## src/rtl/writeback_regfile.sv

```systemverilog
// ---------------------------------------------------------------------------
// writeback_regfile
//
// Write-back stage register file. It selects the write-back data, commits it
// to the destination register, and provides two combinational read ports.
// Register 0 is hardwired to zero. A 32-bit counter tracks committed writes.
//
// Optional feature (macro WB_BYPASS_EN):
//   When this macro is defined, a read port that addresses the register being
//   written in the current cycle returns the write-back data (write-through).
//   When the macro is undefined, the read ports return stored contents only.
//
// Parameters:
//   DATA_W        width of every register and data port
//   ADDR_W        register address width (2**ADDR_W registers)
//
// Ports:
//   clk_i         clock; all state updates on its rising edge
//   rst_i         asynchronous active-high reset
//   RegWrite_i    write-back enable from the MEM/WB stage
//   MemtoReg_i    1 selects Memdata_i, 0 selects ALUResult_i
//   ALUResult_i   ALU result
//   Memdata_i     load data
//   RDaddr_i      destination register address
//   RS1addr_i     read port 1 address
//   RS2addr_i     read port 2 address
//   RS1data_o     read port 1 data
//   RS2data_o     read port 2 data
//   WBdata_o      selected write-back data, used for forwarding
//   retire_cnt_o  count of committed register writes (wraps at 2**32)
// ---------------------------------------------------------------------------
module writeback_regfile #(
    parameter int DATA_W = 32,
    parameter int ADDR_W = 5
) (
    input  logic              clk_i,
    input  logic              rst_i,
    input  logic              RegWrite_i,
    input  logic              MemtoReg_i,
    input  logic [DATA_W-1:0] ALUResult_i,
    input  logic [DATA_W-1:0] Memdata_i,
    input  logic [ADDR_W-1:0] RDaddr_i,
    input  logic [ADDR_W-1:0] RS1addr_i,
    input  logic [ADDR_W-1:0] RS2addr_i,
    output logic [DATA_W-1:0] RS1data_o,
    output logic [DATA_W-1:0] RS2data_o,
    output logic [DATA_W-1:0] WBdata_o,
    output logic [31:0]       retire_cnt_o
);

    localparam int NREG = 2 ** ADDR_W;

    // Flattened view of all register contents. Element 0 is a constant zero.
    logic [DATA_W-1:0] reg_q [NREG];
    logic [31:0]       retire_cnt_reg;
    logic              commit;

    assign WBdata_o = MemtoReg_i ? Memdata_i : ALUResult_i;

    // Writes to x0 are discarded entirely, so they never count as commits.
    // Reset is handled by the asynchronous branch of each flop.
    assign commit = RegWrite_i && (RDaddr_i != '0);

    generate
        for (genvar gi = 0; gi < NREG; gi++) begin : g_reg
            if (gi == 0) begin : g_zero
                assign reg_q[gi] = '0;
            end else begin : g_store
                logic [DATA_W-1:0] q_reg;

                always_ff @(posedge clk_i or posedge rst_i) begin
                    if (rst_i) begin
                        q_reg <= '0;
                    end else if (commit && (RDaddr_i == ADDR_W'(gi))) begin
                        q_reg <= WBdata_o;
                    end
                end

                assign reg_q[gi] = q_reg;
            end
        end
    endgenerate

    always_ff @(posedge clk_i or posedge rst_i) begin
        if (rst_i) begin
            retire_cnt_reg <= '0;
        end else if (commit) begin
            retire_cnt_reg <= retire_cnt_reg + 32'd1;
        end
    end

    assign retire_cnt_o = retire_cnt_reg;

    // Read ports. Reset forces zero on both ports, bypass included, so that
    // the reads agree with the cleared array during reset.
    always_comb begin
        RS1data_o = reg_q[RS1addr_i];
        RS2data_o = reg_q[RS2addr_i];
`ifdef WB_BYPASS_EN
        if (commit && (RS1addr_i == RDaddr_i)) begin
            RS1data_o = WBdata_o;
        end
        if (commit && (RS2addr_i == RDaddr_i)) begin
            RS2data_o = WBdata_o;
        end
`endif
        if (rst_i) begin
            RS1data_o = '0;
            RS2data_o = '0;
        end
    end

endmodule

```

## config.mk

```make
export PLATFORM = sky130hd
export DESIGN_NAME = writeback_regfile
export DESIGN_NICKNAME = d
export VERILOG_FILES = /design/src/rtl/writeback_regfile.sv
export SDC_FILE = /design/constraint.sdc
export NUM_CORES = 2
export LEC_CHECK = 0
export CORE_ASPECT_RATIO = 0.7
export CORE_MARGIN = 8
export CORE_UTILIZATION = 40
export DETAILED_ROUTE_END_ITERATION = 16
export GPL_TIMING_DRIVEN = 0
export PLACE_DENSITY = 0.62
export SLEW_MARGIN = 20
export SYNTH_ARGS = -nofsm -noshare
export SYNTH_HDL_FRONTEND = slang
export SYNTH_SLANG_ARGS = --single-unit
```

## constraint.sdc

```tcl
create_clock -name clk_i -period 30 [get_ports clk_i]
set_input_delay 3 -clock clk_i [delete_from_list [all_inputs] [get_ports clk_i]]
set_output_delay 3 -clock clk_i [all_outputs]
set_load 0.01 [all_outputs]
```

==> flow_metrics.tcl <==
set metrics [dict create \
    power.static_leakage_nw 27.3 \
    rsz0062_at_grt "no" \
    number_of_detailed_routing_iterations_run_before_antenna_repair 8 \
    cp.required_ns 27.00 \
    floorplan_die_area_sq_um 146000 \
    post_cts_resized 0 \
    net-switching-power_mw 1.47 \
    numClockSinks 1024 \
    power.internal_mw 2.90 \
    crit_family "buffers and inverters" \
    die-width_um 454 \
    arrival_ns 8.11 \
    yosys.area.top_type "dfrtp_1" \
    endpoints_failing_hold 0 \
    netlist-cell-type-count 50 \
    synth_ff_type "dfrtp_1" \
    synth_seq_cells 1024 \
    ant_nets 0 \
    route.vias.total 50700 \
    cp_cell_sequence "clkdlybuf4s50_1 > clkbuf_1 > and3_1 > buf_1 > clkbuf_1 > nand3_1 > nand3_1 > clkdlybuf4s50_1" \
    first_pass_grt_wire_length_um 371000 \
    combinationalPowerShare 0.233 \
    netlist_instances 5480 \
    post_cts_hold_buffer_count 0 \
    final_period_minus_worst_setup_slack_ns 11.11 \
    design_area_sq_um 62200 \
    number_of_fillers_in_the_final_layout 12800 \
    avgSynthCellArea_sq_um 9.78 \
    worst_clock_skew_ns 0.00481 \
    remaining_drc_errors 0 \
    final_cell_mix "dfrtp_1 (1024), a21oi_1 (666), nor2_1 (623)" \
    h-tree-depth 3 \
    boundaryPins 211 \
    cts_tree "done" \
    number_of_port_buffers 201 \
    run_status "finished, final reports clean" \
    critPathLaunchType "input pin" \
    power.share.sequential 0.448 \
    clk_latency_ns 0.75 \
    postCtsSetupBuffers 0 \
    clk_transition_reported_paths_ns 0.07 \
    finalSetupViolCount 0 \
    maxSlewViolCount 0 \
    grt_antenna_before_repair 8 \
    whs_path_depth 1 \
    vias_in_the_first_global_route 47800 \
    timing.critical_path.slowest_cell_delay_ns 0.97 \
    coreArea_sq_um 133000 \
    first_iter_violations 8186 \
    critPathCaptureType "output port" \
    synth.top_cells.by_area "dfrtp_1 (48%), mux2i_1 (11%), a21oi_1 (6.2%), nor2_1 (4.4%), o21ai_0 (4.2%)" \
    flow.area_growth_from_synthesis_pct 16.0 \
    yosysWarnings 0 \
    fraction_of_registers_with_async_set_or_reset_after_synthesis 1.00 \
    routed_wirelength_um 273000 \
    vdd_drop_max_mv 0.0501 \
    synth_edf_count 0 \
    place_area_sq_um 58600 \
    max-clock-path-buffers 3 \
    hpwl_after_dpl_um 211000 \
    timing.max_slew.rel_slack 0.0727 \
    fraction_of_layout_cells_with_a_size_suffix_above_1 0.120 \
    largest_reg_flops 992 \
    final_min_period_over_clock_period 0.370 \
    critPathBufInv 5 \
    post_synth_instance_area_sq_um 53600 \
    worst_pin_slew_ns 1.39 \
    clock-root-buffer "clkbuf_16" \
    average_wire_per_cell_in_the_routed_design_um 35.5 \
    pin_count_of_the_biggest_net_entering_global_routing 36 \
    effective_utilization_at_floorplan 0.403 \
    sequential_share_of_the_synthesized_area 0.478 \
    max_capacitance_violation_count 0 \
    powerDensity_nw_per_um2 70.3 \
    row_count 112 \
    syn_nets 5564 \
    critical_path_peak_fanout 10 \
    hold_path_class "flop to flop" \
    gp_congestion 1.03 \
    cp_slowest_cell "clkbuf_1" \
    setup_tns_ns 0 \
    cp_num_cells 8 \
    numCtsBuffers 106 \
    ff2ff_path_depth 5 \
    power_share_of_the_clock_group 0.319 \
    floorplan.die.height_um 322 \
    swShare 0.337 \
    globalRoute.totalOverflow 0 \
    maxClockFrequency_ghz 0.0900 \
    layout_commonest_cell "dfrtp_1" \
    synth_top_area_frac 0.478 \
    routed_via_density 6.59 \
    grt_usage 0.359 \
    setup.worst_path.class "input pin to output port" \
    nets 5911 \
]
## path summary, 6_finish.rpt
| path | from | to | slack, ns |
|---|---|---|---|
| min | retire_cnt_o[31]$_DFFE_PP0P_ | retire_cnt_o[31]$_DFFE_PP0P_ | 0.47 |
| max reg2reg | retire_cnt_o[2]$_DFFE_PP0P_ | retire_cnt_o[21]$_DFFE_PP0P_ | 27.80 |
| max in group asynchronous | rst_i | g_reg[15].g_store.q_reg[16]$_DFFE_PP0P_ | 25.10 |
| min reg2reg | retire_cnt_o[31]$_DFFE_PP0P_ | retire_cnt_o[31]$_DFFE_PP0P_ | 0.47 |
| max | RS1addr_i[3] | RS1data_o[17] | 18.89 |
| min in group asynchronous | rst_i | g_reg[23].g_store.q_reg[2]$_DFFE_PP0P_ | 3.03 |
## power groups by stage
stage          registers (mW)  logic, mW  clock network (mW)
2_1_floorplan            1.89      0.670                   0
3_3_place_gp             1.96      0.952                   0
3_5_place_dp             1.97      0.987                   0
4_1_cts                  1.94      0.991                1.39
5_1_grt                  1.99       1.09                1.44
6_report                 1.96       1.02                1.39
## metal layers
layer	wire, um	share of wire	vias to the layer above	track usage
li1	-	-	20400	-
met1	112000	0.41	25800	0.509
met2	102000	0.37	3887	0.459
met3	46600	0.17	606	0.186
met4	12100	0.045	16	0.132
met5	178	0.00065	-	0.00456
## per-stage QoR
stage          hold WS, ns  power (mW)  setup WS, ns  utilization  std cells
5_1_grt              0.503        4.53         19.26        0.467       7680
3_5_place_dp         0.465        2.95         19.42        0.440       7484
6_report             0.468        4.37         18.89        0.467       7685
3_3_place_gp         0.459        2.91         -7.67        0.434       7448
2_1_floorplan        0.461        2.56          6.17            -       5480
4_1_cts              0.474        4.33         19.42        0.466       7677
## layout make-up
cell class | instances | area [sq um] | area share
sequential | 1024 | 25600 | 0.412
multi-input combinational | 3871 | 25600 | 0.411
clock buffer | 151 | 3080 | 0.0496
timing repair buffer | 239 | 2760 | 0.0443
buffer | 546 | 2330 | 0.0374
tap | 1767 | 2210 | 0.0356
clock inverter | 42 | 433 | 0.00696
inverter | 39 | 150 | 0.00242
antenna | 6 | 15.0 | 0.000242
## worst register-to-register path: cells and delay by family, from the launching register on
kind	cells	cell delay, ns
XOR/XNOR	1	0.17
flip-flops	1	0.42
AND/OR/NAND/NOR	4	1.50
## kinds of logic (layout without fill, tap and decap cells)
family,after synthesis,after routing,share of synthesized area
multiplexers,883,883,0.189
adder cells (fa/ha/maj),1,1,0.000233
XOR/XNOR,31,31,0.00535
AO/OA/AOI/OAI,1593,1593,0.176
buffers and inverters,585,1017,0.0455
flip-flops,1024,1024,0.478
other,0,6,0
AND/OR/NAND/NOR,1363,1363,0.107
## Yosys cell counts, drive strengths merged, types with 4 or more instances
cell and n:
a211oi 26, a21oi 666, a221o 63, a22o 60, a22oi 186, a31oi 7
and2 4, and3 4, buf 173, clkbuf 373, dfrtp 1024, inv 39
mux2 185, mux2i 615, mux4 83, nand2 447, nand2b 8, nand3 183
nand4 6, nor2 636, nor2b 37, nor3 15, nor3b 5, nor4 4
o2111ai 56, o211ai 13, o21ai 445, o22ai 69, or2 4, xnor2 21
xor2 10
No activity file was read; power rests on OpenSTA's default activity.
